## config.mk

```make
export PLATFORM = sky130hd
export DESIGN_NAME = uart_rx_fifo
export DESIGN_NICKNAME = d
export VERILOG_FILES = /design/src/rtl/uart_rx_fifo_pkg.sv /design/src/rtl/uart_rx_fifo_idle_timer.sv /design/src/rtl/uart_rx_fifo.sv
export SDC_FILE = /design/constraint.sdc
export NUM_CORES = 1
export LEC_CHECK = 0
export ABC_AREA = 1
export CAP_MARGIN = 20
export CORE_MARGIN = 4
export CORE_UTILIZATION = 39
export CTS_CLUSTER_SIZE = 40
export DETAILED_ROUTE_END_ITERATION = 12
export PLACE_DENSITY = 0.54
export SLEW_MARGIN = 40
export SYNTH_ARGS = -nofsm -noshare
export SYNTH_HDL_FRONTEND = slang
export SYNTH_SLANG_ARGS = --single-unit
```

## constraint.sdc

```tcl
create_clock -name clk -period 2.2 [get_ports clk]
set_input_delay 0.44 -clock clk [delete_from_list [all_inputs] [get_ports clk]]
set_output_delay 0.44 -clock clk [all_outputs]
set_load 0.005 [all_outputs]
```

## src/rtl/uart_rx_fifo_pkg.sv

```systemverilog
// rtl/uart_rx_fifo_pkg.sv - shared defaults and MMIO map for the uart rx byte buffer
package uart_rx_fifo_pkg;

  localparam int UART_RX_FIFO_DEPTH = 16;
  localparam int UART_RX_THRESH     = 8;
  localparam int UART_RX_TIMEOUT    = 4096;

  // Byte offsets within the uart MMIO window, decoded by mem.
  typedef enum logic [3:0] {
    UART_RX_REG_DATA    = 4'h0,
    UART_RX_REG_STATUS  = 4'h4,
    UART_RX_REG_OVF_CLR = 4'h8
  } uart_rx_reg_e;

  typedef struct packed {
    logic irq;
    logic overflow;
    logic ready;
  } uart_rx_status_t;

  function automatic logic [7:0] uart_rx_status_word(input uart_rx_status_t st);
    return {5'b0, st.irq, st.overflow, st.ready};
  endfunction

endpackage

```

## src/rtl/uart_rx_fifo_idle_timer.sv

```systemverilog
// rtl/uart_rx_fifo_idle_timer.sv - saturating idle counter that flags expiry at TIMEOUT
module rx_idle_timer
  import uart_rx_fifo_pkg::*;
#(
  parameter int TIMEOUT = UART_RX_TIMEOUT
) (
  input  logic clk,
  input  logic rst,
  input  logic clr_i,
  input  logic en_i,
  output logic expired_o
);

  localparam int TW = $clog2(TIMEOUT + 1);
  localparam logic [TW-1:0] LIMIT = TW'(TIMEOUT);

  logic [TW-1:0] timer_q, timer_d;

  always_comb begin
    timer_d = timer_q;
    if (clr_i) begin
      timer_d = '0;
    end else if (en_i && (timer_q != LIMIT)) begin
      timer_d = timer_q + 1'b1;
    end
  end

  always_ff @(posedge clk or posedge rst) begin
    if (rst) begin
      timer_q <= '0;
    end else begin
      timer_q <= timer_d;
    end
  end

  assign expired_o = (timer_q == LIMIT);

endmodule

```

## src/rtl/uart_rx_fifo.sv

```systemverilog
// rtl/uart_rx_fifo.sv - rx byte FIFO between uart receiver and mem, with threshold/idle irq
module uart_rx_fifo
  import uart_rx_fifo_pkg::*;
#(
  parameter  int DEPTH   = UART_RX_FIFO_DEPTH,
  parameter  int THRESH  = UART_RX_THRESH,
  parameter  int TIMEOUT = UART_RX_TIMEOUT,
  localparam int CW      = $clog2(DEPTH) + 1
) (
  input  logic          clk,
  input  logic          rst,
  input  logic          in_valid,
  input  logic [7:0]    in_data,
  input  logic          ren,
  output logic [7:0]    rdata,
  output logic          ready,
  output logic [CW-1:0] count,
  output logic          irq,
  output logic          overflow,
  input  logic          clr_ovf
);

  localparam int AW = CW - 1;
  localparam logic [CW-1:0] DEPTH_C  = CW'(DEPTH);
  localparam logic [CW-1:0] THRESH_C = CW'(THRESH);

  logic [7:0]    mem_q [DEPTH];
  logic [CW-1:0] wr_ptr_q, wr_ptr_d;
  logic [CW-1:0] rd_ptr_q, rd_ptr_d;
  logic [CW-1:0] count_q, count_d;
  logic          overflow_q, overflow_d;
  logic          irq_q, irq_d;

  logic full, empty, push, pop, drop, timeout_flag;

  assign full  = (count_q == DEPTH_C);
  assign empty = (count_q == '0);
  assign pop   = ren && !empty;
  // A pop in the same cycle frees the slot, so a full FIFO can still accept.
  assign push  = in_valid && (!full || pop);
  assign drop  = in_valid && full && !pop;

  always_comb begin
    wr_ptr_d   = wr_ptr_q;
    rd_ptr_d   = rd_ptr_q;
    count_d    = count_q;
    overflow_d = overflow_q;
    if (push) wr_ptr_d = wr_ptr_q + 1'b1;
    if (pop)  rd_ptr_d = rd_ptr_q + 1'b1;
    case ({push, pop})
      2'b10:   count_d = count_q + 1'b1;
      2'b01:   count_d = count_q - 1'b1;
      default: count_d = count_q;
    endcase
    if (drop) begin
      overflow_d = 1'b1;
    end else if (clr_ovf) begin
      overflow_d = 1'b0;
    end
    irq_d = (count_q >= THRESH_C) || timeout_flag;
  end

  always_ff @(posedge clk or posedge rst) begin
    if (rst) begin
      wr_ptr_q   <= '0;
      rd_ptr_q   <= '0;
      count_q    <= '0;
      overflow_q <= 1'b0;
      irq_q      <= 1'b0;
    end else begin
      wr_ptr_q   <= wr_ptr_d;
      rd_ptr_q   <= rd_ptr_d;
      count_q    <= count_d;
      overflow_q <= overflow_d;
      irq_q      <= irq_d;
    end
  end

  // Storage is deliberately left unreset; empty masks stale contents.
  always_ff @(posedge clk) begin
    if (push) mem_q[wr_ptr_q[AW-1:0]] <= in_data;
  end

  rx_idle_timer #(
    .TIMEOUT(TIMEOUT)
  ) u_idle_timer (
    .clk      (clk),
    .rst      (rst),
    .clr_i    (push || pop || empty),
    .en_i     (!empty),
    .expired_o(timeout_flag)
  );

  assign rdata    = empty ? 8'h00 : mem_q[rd_ptr_q[AW-1:0]];
  assign ready    = !empty;
  assign count    = count_q;
  assign irq      = irq_q;
  assign overflow = overflow_q;

endmodule

```

Yosys cells after proc, flatten, opt, wreduce, memory -nomap -nowiden
Memory sizes are Yosys's and may differ from the RTL's.
Index checks and enable logic that the tools add are counted.
{"block": "totals", "register_bits": 30, "mem_bits_rw": 128, "output_inout_bits": 16, "memories": 1}
{"name": "mem_q", "words": 16, "word_bits": 8, "read_ports": 1, "rd_ports_with_merged_regs": 0, "write_ports": 1, "line_no": "uart_rx_fifo.sv:27", "source": "logic [7:0] mem_q [DEPTH];"}
{"block": "op_classes", "add_sub_neg": 5, "n_lt_le_gt_ge": 1, "n_eq_ne": 5, "mux": 8, "n_reduce_logical": 16}
{"op": "13-bit 2-to-1 mux", "n": 2}
{"op": "5-bit by 1-bit adder with 5-bit output (second input constant)", "n": 3}
{"op": "13-bit by 1-bit adder with 13-bit output (second input constant)", "n": 1}
{"op": "13-bit equality test (second input constant)", "n": 1}
{"op": "13-bit != test (second input constant)", "n": 1}
{"op": "5-bit case mux with 2 select lines", "n": 1}
{"op": "8-bit 2-to-1 mux", "n": 1}
{"op": "2-bit nonzero test", "n": 3}
{"op": "5-bit equality test (second input constant)", "n": 1}
{"op": "5-bit by 4-bit greater-or-equal comparator with 1-bit output (second input constant)", "n": 1}
{"op": "1-bit logical AND", "n": 5}
{"op": "5-bit logical NOT", "n": 1}
{"op": "5-bit by 1-bit subtractor with 5-bit output (second input constant)", "n": 1}
{"op": "1-bit logical OR", "n": 4}
{"op": "1-bit 2-to-1 mux", "n": 4}
{"op": "1-bit logical NOT", "n": 3}
{"op": "2-bit by 1-bit equality test with 1-bit output (second input constant)", "n": 1}
{"op": "2-bit equality test (second input constant)", "n": 1}

Longest topological paths before layout
{"block": "depth", "ltp_word": 8, "depth_mapped": 14}

Cells and area by module
A second synthesis with hierarchy kept.
{"block": "unflattened", "cells_unflattened": 635, "area_unflattened_um2": 7060.5}
{"module": "uart_rx_fifo", "instances": 1, "cells_each": 478, "area_per_inst_um2": 6073.3, "seq_area_each_um2": 4219.0}
{"module": "rx_idle_timer", "instances": 1, "cells_each": 157, "area_per_inst_um2": 987.2, "seq_area_each_um2": 325.3}

Worst setup path after synthesis
Ideal clock, no wire load.
{"block": "synth_timing", "path_kind": "register -> output", "startpoint": "register rd_ptr_q[0]", "endpoint": "output port rdata[0]", "arrival_ns": 1.278, "slack_ns": 0.482, "stages_incl_launch_ff": 9, "n_path_buf": 3, "cell_sequence": "dfrtp_1 -> buf_6 -> inv_4 -> buf_8 -> buf_6 -> nor2_1 -> o221ai_1 -> nand3_1 -> a21oi_1"}
{"block": "synth_between", "elab_chain_cells": 2}
{"element": "start, declared", "line_no": "uart_rx_fifo.sv:29", "source": "logic [CW-1:0] rd_ptr_q, rd_ptr_d;"}
{"element": "start signal, assigned", "line_no": "uart_rx_fifo.sv:72", "source": "rd_ptr_q <= rd_ptr_d;"}
{"element": "memory read 16 x 8 bit"}
{"element": "8-bit 2-to-1 mux", "line_no": "uart_rx_fifo.sv:94", "source": "assign rdata = empty ? 8'h00 : mem_q[rd_ptr_q[AW-1:0]];"}
{"element": "end, declared", "line_no": "uart_rx_fifo.sv:15", "source": "output logic [7:0] rdata,"}
No other way between the ends.

Worst setup path after layout
{"block": "layout_timing", "startpoint": "register rd_ptr_q[0]", "endpoint": "output port rdata[3]"}
The elaborated chain is that of the path after synthesis.

==> impl_metrics.toml <==
[global_routing]
antenna_found_initial = 0
overflow = 0
grt_pass1_vias = 4831
grtUsageTotal = 0.1741
grt_max_degree = 20
grt_pass1_wl_um = 26110

[pwr]
power_mw = 12.22
p_int_mw = 8.014
clkPwrFrac = 0.250
powerDensity_nw_per_um2 = 1375
p_comb_frac = 0.440
max-vdd-ir-drop_mv = 0.7512
total_leakage_power_nw = 3.272
seq_power_share = 0.310
switching_share = 0.3441
switchingPower_mw = 4.204

[cells_and_area]
num-nets-final = 686
multi_input_area_um2 = 2105
drive_above_1_share = 0.2815
fillers = 1412
regArea_um2 = 4547
syn2layout_area_growth_pct = 33.10
antenna_cells = 0

[routing]
drt_iter0_markers = 298
drt_first_pass_iters = 4
wl_um = 16510
vias = 4762
ant_nets = 0
drc = 0
avgRoutedWirePerCell_um = 18.45
viasPerCell = 5.321

[critical_path]
criticalPathCategory = "flop to output pin"
cp-end-kind = "output pin"
crit_cells = 8
cp_slowest_cell = "dfrtp_2"
cp_cell_sequence = "clkinv_4, buf_12, buf_4, o21ai_0, o22ai_1, o21ai_1, a21oi_2, buf_2"
crit_family = "compound AO/OA/AOI/OAI gates"
worst-path-buf-inv = 4
arrival_ns = 2.06
cp_max_fo = 8
cp.required_ns = 1.76
startpoint_type = "flop"
worst-r2r-cell-count = 10
max_stage_delay_ns = 0.43

[clock_network]
clock-sinks = 156
cts_root_buf = "clkbuf_16"
cts_tree = "yes"
cts.hold.buffers_added = 0
clock_latency_ns = 0.42
cts.htree.levels = 4
numCtsBuffers = 17
clkTransAtPathRegs_ns = 0.06
cts_buffer_depth = 2

[timing]
fin_skew_ns = 0.007335
worstMarginPinSlew_ns = 0.7115
rsz0062_at_grt = "yes"
setup_slack_ns = -0.3030
period_share = 1.138
relSlewSlack = 0.5242
slew_violations = 0
setup_viol = 8
min_period_ns = 2.503
hold_viol_final = 0
timing.fmax_mhz = 399.5
hold_ws_ns = 0.3420

[logic_synthesis]
syn_avg_cell_area_um2 = 11.84
syn_inst = 564
ys_top_cells_by_area = "edfxtp_1, dfrtp_1, nor2_1, o21ai_0, o221ai_1"
synthesis.nets = 587
synth_seq_cells = 156
yosysTopAreaCell = "edfxtp_1"
yosysSeqAreaShare = 0.6808
yosysWarnings = 0
synth.cell_area_um2 = 6675
yosys.area.top_type_share = 0.5758
ys_types = 30

[floorplanning]
die_x_um = 138.8
start_util = 0.3997
core_area_um2 = 16700
num_rows = 47
fp.dieH_um = 138.8
die_area_um2 = 19270
io_pins = 29

[place]
post-dp-hpwl_um = 10590
port_buffers = 28
gp_congestion = 0.8162

[run_status]
outcome = "finished, violations left"
violations = "negative setup slack"

[flow_run]
max-cap-violations = 0

[hold_path]
hp-class = "input port to asynchronous set/reset pin"
-- cell usage after synthesis --
cell and n:
a21oi_1 21, nand4_1 4, clkbuf_1 10, dfrtp_1 28, nand2_2 3, xor2_1 8
nor2_1 106, o21a_1 1, nor3_1 2, buf_2 8, clkinv_1 1, nor3_2 2
buf_8 1, inv_4 1, o21ai_0 62, or2_0 1, o22ai_1 6, inv_1 36
nand3_4 2, nand3_1 26, nor2_4 1, nand4_2 2, nor2_2 3, buf_6 6
edfxtp_1 128, nand2_1 39, o21ai_1 18, o221ai_1 26, ha_1 10, inv_2 2
-- routing by layer --
metal	part of all wire	track usage	vias to the layer above	routed length (µm)
met4	0.014	0.05046	0	224
met5	0	0	-	0
met3	0.058	0.04690	22	954
li1	-	-	2231	-
met2	0.50	0.3017	150	8322
met1	0.42	0.2145	2359	7010
-- layout make-up --
class | count | share of cell area
Tap cell | 220 | 0.03098
Clock buffer | 17 | 0.04788
Clock inverter | 14 | 0.02155
Sequential cell | 156 | 0.5118
Inverter | 40 | 0.01746
Timing Repair Buffer | 105 | 0.1335
Multi-Input combinational cell | 343 | 0.2369
-- flip-flops by register name (all words and copies together) (netlist names) --
register and flops:
count 5, mem_q 128, overflow 1, wr_ptr_q 4, irq 1, rd_ptr_q 4
u_idle_timer.timer_q 13
-- power groups by stage --
stage	combinational [mW]	clock, mW	sequential, mW
after CTS	4.66	3.11	3.77
after detailed placement	3.92	0	3.82
final	5.37	3.06	3.79
after floorplan	2.19	0	3.81
after global placement	3.88	0	3.81
after global routing	5.82	3.27	3.82
-- path summary, 6_finish.rpt --
kind                                          from                       to  slack [ns]
max                                    rd_ptr_q[0]                 rdata[3]       -0.30
min                                            rst  u_idle_timer.timer_q[3]        0.34
max reg2reg                               count[3]  u_idle_timer.timer_q[1]        0.37
min reg2reg                u_idle_timer.timer_q[5]  u_idle_timer.timer_q[5]        0.52
max in group asynchronous                      rst              rd_ptr_q[0]        1.37
min in group clk           u_idle_timer.timer_q[5]  u_idle_timer.timer_q[5]        0.52
-- kinds of logic after synthesis --
kind of cell / after synthesis / share of synthesized area
AND/OR/NAND/NOR: 191 / 0.1265
flip-flops: 156 / 0.6808
AO/OA/AOI/OAI: 134 / 0.1166
buffers and inverters: 65 / 0.04686
adder cells (fa/ha/maj): 10 / 0.01874
XOR/XNOR: 8 / 0.01050
-- cells in the final DEF (no fill, tap or decap), drive strengths merged --
cell | Yosys | routed
a21oi | 21 | 21
buf | 15 | 82
o21ai | 80 | 80
nand4 | 6 | 6
nand3 | 28 | 28
o21a | 1 | 1
inv | 39 | 41
dfrtp | 28 | 28
edfxtp | 128 | 128
o22ai | 6 | 6
clkdlybuf4s50 | 0 | 19
nand2 | 42 | 42
nor3 | 4 | 4
clkbuf | 10 | 20
xor2 | 8 | 8
clkinv | 1 | 9
dlymetal6s2s | 0 | 1
nor2 | 110 | 110
ha | 10 | 10
or2 | 1 | 1
o221ai | 26 | 26
bufinv | 0 | 4
-- through the flow --
stage	setup TNS (ns)	worst slack (ns)	cell area, µm²	cells	util
6_report	-1.780	-0.3030	8885	895	0.5320
5_1_grt	-2.491	-0.3792	8885	895	0.5320
4_1_cts	-1.808	-0.2549	8531	887	0.5108
3_5_place_dp	-1.380	-0.2160	7552	841	0.4522
3_3_place_gp	-1.263	-0.2045	7552	841	0.4522
2_1_floorplan	0	0.4818	6675	564	-
-- timing repair --
| action | in CTS | in global routing |
|---|---|---|
| cloned | 6 | 3 |
| setup buffers | 10 | 7 |
| gates resized for setup | 79 | 83 |
| pin swaps | 31 | 40 |
| endpoints found under the setup margin | 9 | 9 |
Note: power is estimated with default switching activity, not from simulation.
==> RTL change 1: new RTL, same flow settings <==
Set the package constant `UART_RX_FIFO_DEPTH` to 8 (it was 16).
--- a/src/rtl/uart_rx_fifo_pkg.sv
+++ b/src/rtl/uart_rx_fifo_pkg.sv
@@ -1,7 +1,7 @@
 // rtl/uart_rx_fifo_pkg.sv - shared defaults and MMIO map for the uart rx byte buffer
 package uart_rx_fifo_pkg;
 
-  localparam int UART_RX_FIFO_DEPTH = 16;
+  localparam int UART_RX_FIFO_DEPTH = 8;
   localparam int UART_RX_THRESH     = 8;
   localparam int UART_RX_TIMEOUT    = 4096;
 
Ports: changed (resized count); port bits go from 29 to 28. No check against the original RTL was run, so the function may have changed too.
==> RTL change 1 against the original RTL <==
Critical path depth did not move. Power fell by 48%. Setup slack improved by 0.36 ns. Final area fell by 44%. Synthesized area fell by 42%. Maximum frequency rose by 17%. Sequential cell count fell by 67. Via count fell by 43%. Wire length fell by 48%. Global-route usage fell by 2.2 points. Critical endpoint is now rdata[7].
==> RTL change 1: results <==
status:
  outcome: "completed"
placement:
  port_buffers: 27
  postPlaceCellArea_mm2: 0.00449
  dp.cells: 526
synthesis:
  async_flop_share_pct: 28.1
  synth_fa_ha_area_share_pct: 1.94
  syn_inst: 350
  synth_compound_area_share_pct: 9.68
global_routing:
  grtUsageTotal_pct: 15.2
  grt_start_max_net_pins: 33
  use_met1_pct: 20.6
  grt_pass1_vias: 2606
critical_path:
  critPathTopFamily: "buffers and inverters"
  endpoint: "rdata[7]"
  rr_endpoint: "u_idle_timer.timer_q[0]$_DFFE_PP0P_"
  rr_startpoint: "count[1]$_DFFE_PP0P_"
  crit_path_top_delay_cell: "dfrtp_1"
timing:
  setup_viol: 0
  holdWs_ns: 0.422
  worstMarginPinSlew_ns: 0.412
  setup_slack_ns: 0.0588
pwr:
  p_clk_share_pct: 19.8
  ir_drop_v: 0.000508
  switching_share_pct: 35.2
  p_per_area_mw_per_mm2: 1270
clocking:
  cts_buffers: 9
  cts_root_buf: "clkbuf_8"
route:
  wirelength_mm: 8.54
  route.met3.wl_um: 303
  drtIter0Drc: 103
  wl_per_cell_um: 15.3
finish:
  largest_reg_flops: 64
  nets: 438
-- RTL change 1: cell types whose count changed after synthesis, moves of 9 or more --
| cell | change |
|---|---|
| a21oi_1 | -14 |
| inv_1 | -9 |
| edfxtp_1 | -64 |
| nor2_1 | -28 |
| o32ai_1 | +16 |
| o221ai_1 | -26 |
| nand3_1 | -15 |
| o21ai_1 | -16 |
| o21ai_0 | -30 |
-- RTL change 1: area by class of cell --
| class | instances | area share [%] |
|---|---|---|
| Multi-Input combinational cell | 221 | 25.8 |
| Inverter | 29 | 2.17 |
| Sequential cell | 89 | 50.8 |
| Clock inverter | 7 | 2.00 |
| Timing Repair Buffer | 69 | 13.5 |
| Tap cell | 133 | 3.32 |
| Clock buffer | 9 | 2.47 |
-- RTL change 1: what timing repair did --
action,in CTS,in global routing
cloned,1,0
pin swaps,8,20
resized for setup,52,44
endpoints found under the setup margin,8,9
buffers inserted,11,3
==> RTL change 2: new RTL, same settings <==
Made on the original files. Remove the register `irq_q`: a continuous assignment takes its place, so the output `irq` follows one clock earlier.
--- a/src/rtl/uart_rx_fifo.sv
+++ b/src/rtl/uart_rx_fifo.sv
@@ -66,15 +66,15 @@
       rd_ptr_q   <= '0;
       count_q    <= '0;
       overflow_q <= 1'b0;
-      irq_q      <= 1'b0;
     end else begin
       wr_ptr_q   <= wr_ptr_d;
       rd_ptr_q   <= rd_ptr_d;
       count_q    <= count_d;
       overflow_q <= overflow_d;
-      irq_q      <= irq_d;
     end
   end
+
+  assign irq_q = irq_d;
 
   // Storage is deliberately left unreset; empty masks stale contents.
   always_ff @(posedge clk) begin
Function: changed (a bounded check fails within 10 cycles, from zero or initial values and one cycle with rst high).
==> RTL change 2 against the original RTL <==
The flow still finishes with violations (setup timing). Critical path type unchanged. Wire length up 4.0%. Utilization down 1.8 points. Highest routed layer unchanged. Power shrank 5.7%. Global-route usage rose by 0.82 points. Setup slack better by 0.023 ns. Final area fell by 3.7%. Cell count rose by 0.67%. Synthesized area is 0.37% lower. Maximum frequency rose by 0.93%. Sequential cell count down 1. Worst hold slack better by 0.061 ns.
==> RTL change 2: results <==
status:
  outcome: "complete, but fails checks"
  violations: "setup timing"
synthesis:
  syn_nets: 586
  yosys_warnings: 0
  synthTopCellsByCount: "edfxtp_1, nor2_1, o21ai_0, nand2_1, inv_1"
  synth_edf_count: 128
  synth_seq_area_share_pct: 68.0
  synth_area_leaders: "edfxtp_1, dfrtp_1, nor2_1, o21ai_0, o221ai_1"
  yosysUniqueCellTypes: 30
  async_flop_share_pct: 17.4
placement:
  place_ws_ns: -0.409
  port_buffers: 28
  dpl.hpwl_mm: 10.8
  gp_congestion: 0.815
  postPlaceCellArea_mm2: 0.00748
critical_path:
  cp_max_fo: 6
  worst_ep_arrival_time_ns: 2.04
  critPathTopFamily: "buffers and inverters"
  slowest_delay_ns: 0.45
  rr_startpoint: "count[0]$_DFFE_PP0P_"
pwr:
  intPower_mw: 7.39
  seq_power_share_pct: 32.5
  ir_drop_v: 0.000671
  leakagePower_nw: 3.20
  pwr-share-comb_pct: 42.4
timing:
  setup_tns_ns: -2.00
  setup_slack_ns: -0.280
  finClkSkew_ns: 0.00756
  setup_viol: 8
  worstMarginPinSlew_ns: 0.668
route:
  wirelength_mm: 17.2
  dr.pass1.iters: 5
  drtIter0Drc: 319
  viasPerCell: 5.28
global_routing:
  grtUsageTotal_pct: 18.2
  grt_pass1_vias: 5022
  grt_start_max_net_pins: 24
  grt_pass1_wl_mm: 26.9
finish:
  fillCellCount: 1411
  final_layout_size_suffix_gt1_share_pct: 24.2
  nets: 691
  area_growth_pct: 28.7
clocking:
  cts-root-to-sink-buffers: 2
  htreeDepth: 4
flow_run:
  cap_violations: 0
[RTL change 2: logic make-up after synthesis]
group / count (synthesis) / synth area share (%)
AOI/OAI and AO/OA: 134 / 11.7
DFF: 155 / 68.0
adders and majority gates: 10 / 1.88
and+or+nand+nor: 191 / 12.7
buffers and inverters: 65 / 4.70
xor gates and xnor gates: 8 / 1.05
[RTL change 2: repair_timing]
action | 4_1_cts | 5_1_grt
resized for setup | 88 | 17
cloned | 4 | 3
buffers inserted | 19 | 5
pin swaps | 35 | 23
setup endpoints to repair | 10 | 10
[RTL change 2: path summary, 6_finish.rpt]
path / to / slack (ns) / cells past startpoint
worst max-delay path: rdata[0] / -0.28 / 8
worst min-delay path: wr_ptr_q[0]$_DFFE_PP0P_ / 0.40 / 2
worst max register to register: count[4]$_DFFE_PP0P_ / 0.35 / 12
worst min register to register: u_idle_timer.timer_q[10]$_DFFE_PP0P_ / 0.52 / 1
max in group asynchronous: u_idle_timer.timer_q[7]$_DFFE_PP0P_ / 1.22 / 3
min in group clk: u_idle_timer.timer_q[10]$_DFFE_PP0P_ / 0.52 / 1
[RTL change 2: metrics by stage]
step                power (mW)  cells
finish                    11.5    901
detailed placement        7.65    839
global route              12.1    901
floorplan                 5.97    563
global placement          7.57    839
CTS                       11.3    894
[RTL change 2: layer usage]
metal	part of all wire, %	vias up	global-route usage (%)
met3	5.7	27	5.55
met1	41	2325	21.8
met5	0	-	0
met2	52	160	31.2
met4	1.8	0	6.76
li1	-	2241	-
[RTL change 2: final cells by class]
class | count | area share (%)
Clock buffer | 18 | 5.02
Clock inverter | 14 | 1.75
Inverter | 40 | 1.78
Multi-Input combinational cell | 343 | 22.5
Sequential cell | 155 | 52.8
Tap cell | 220 | 3.22
Timing Repair Buffer | 111 | 12.9
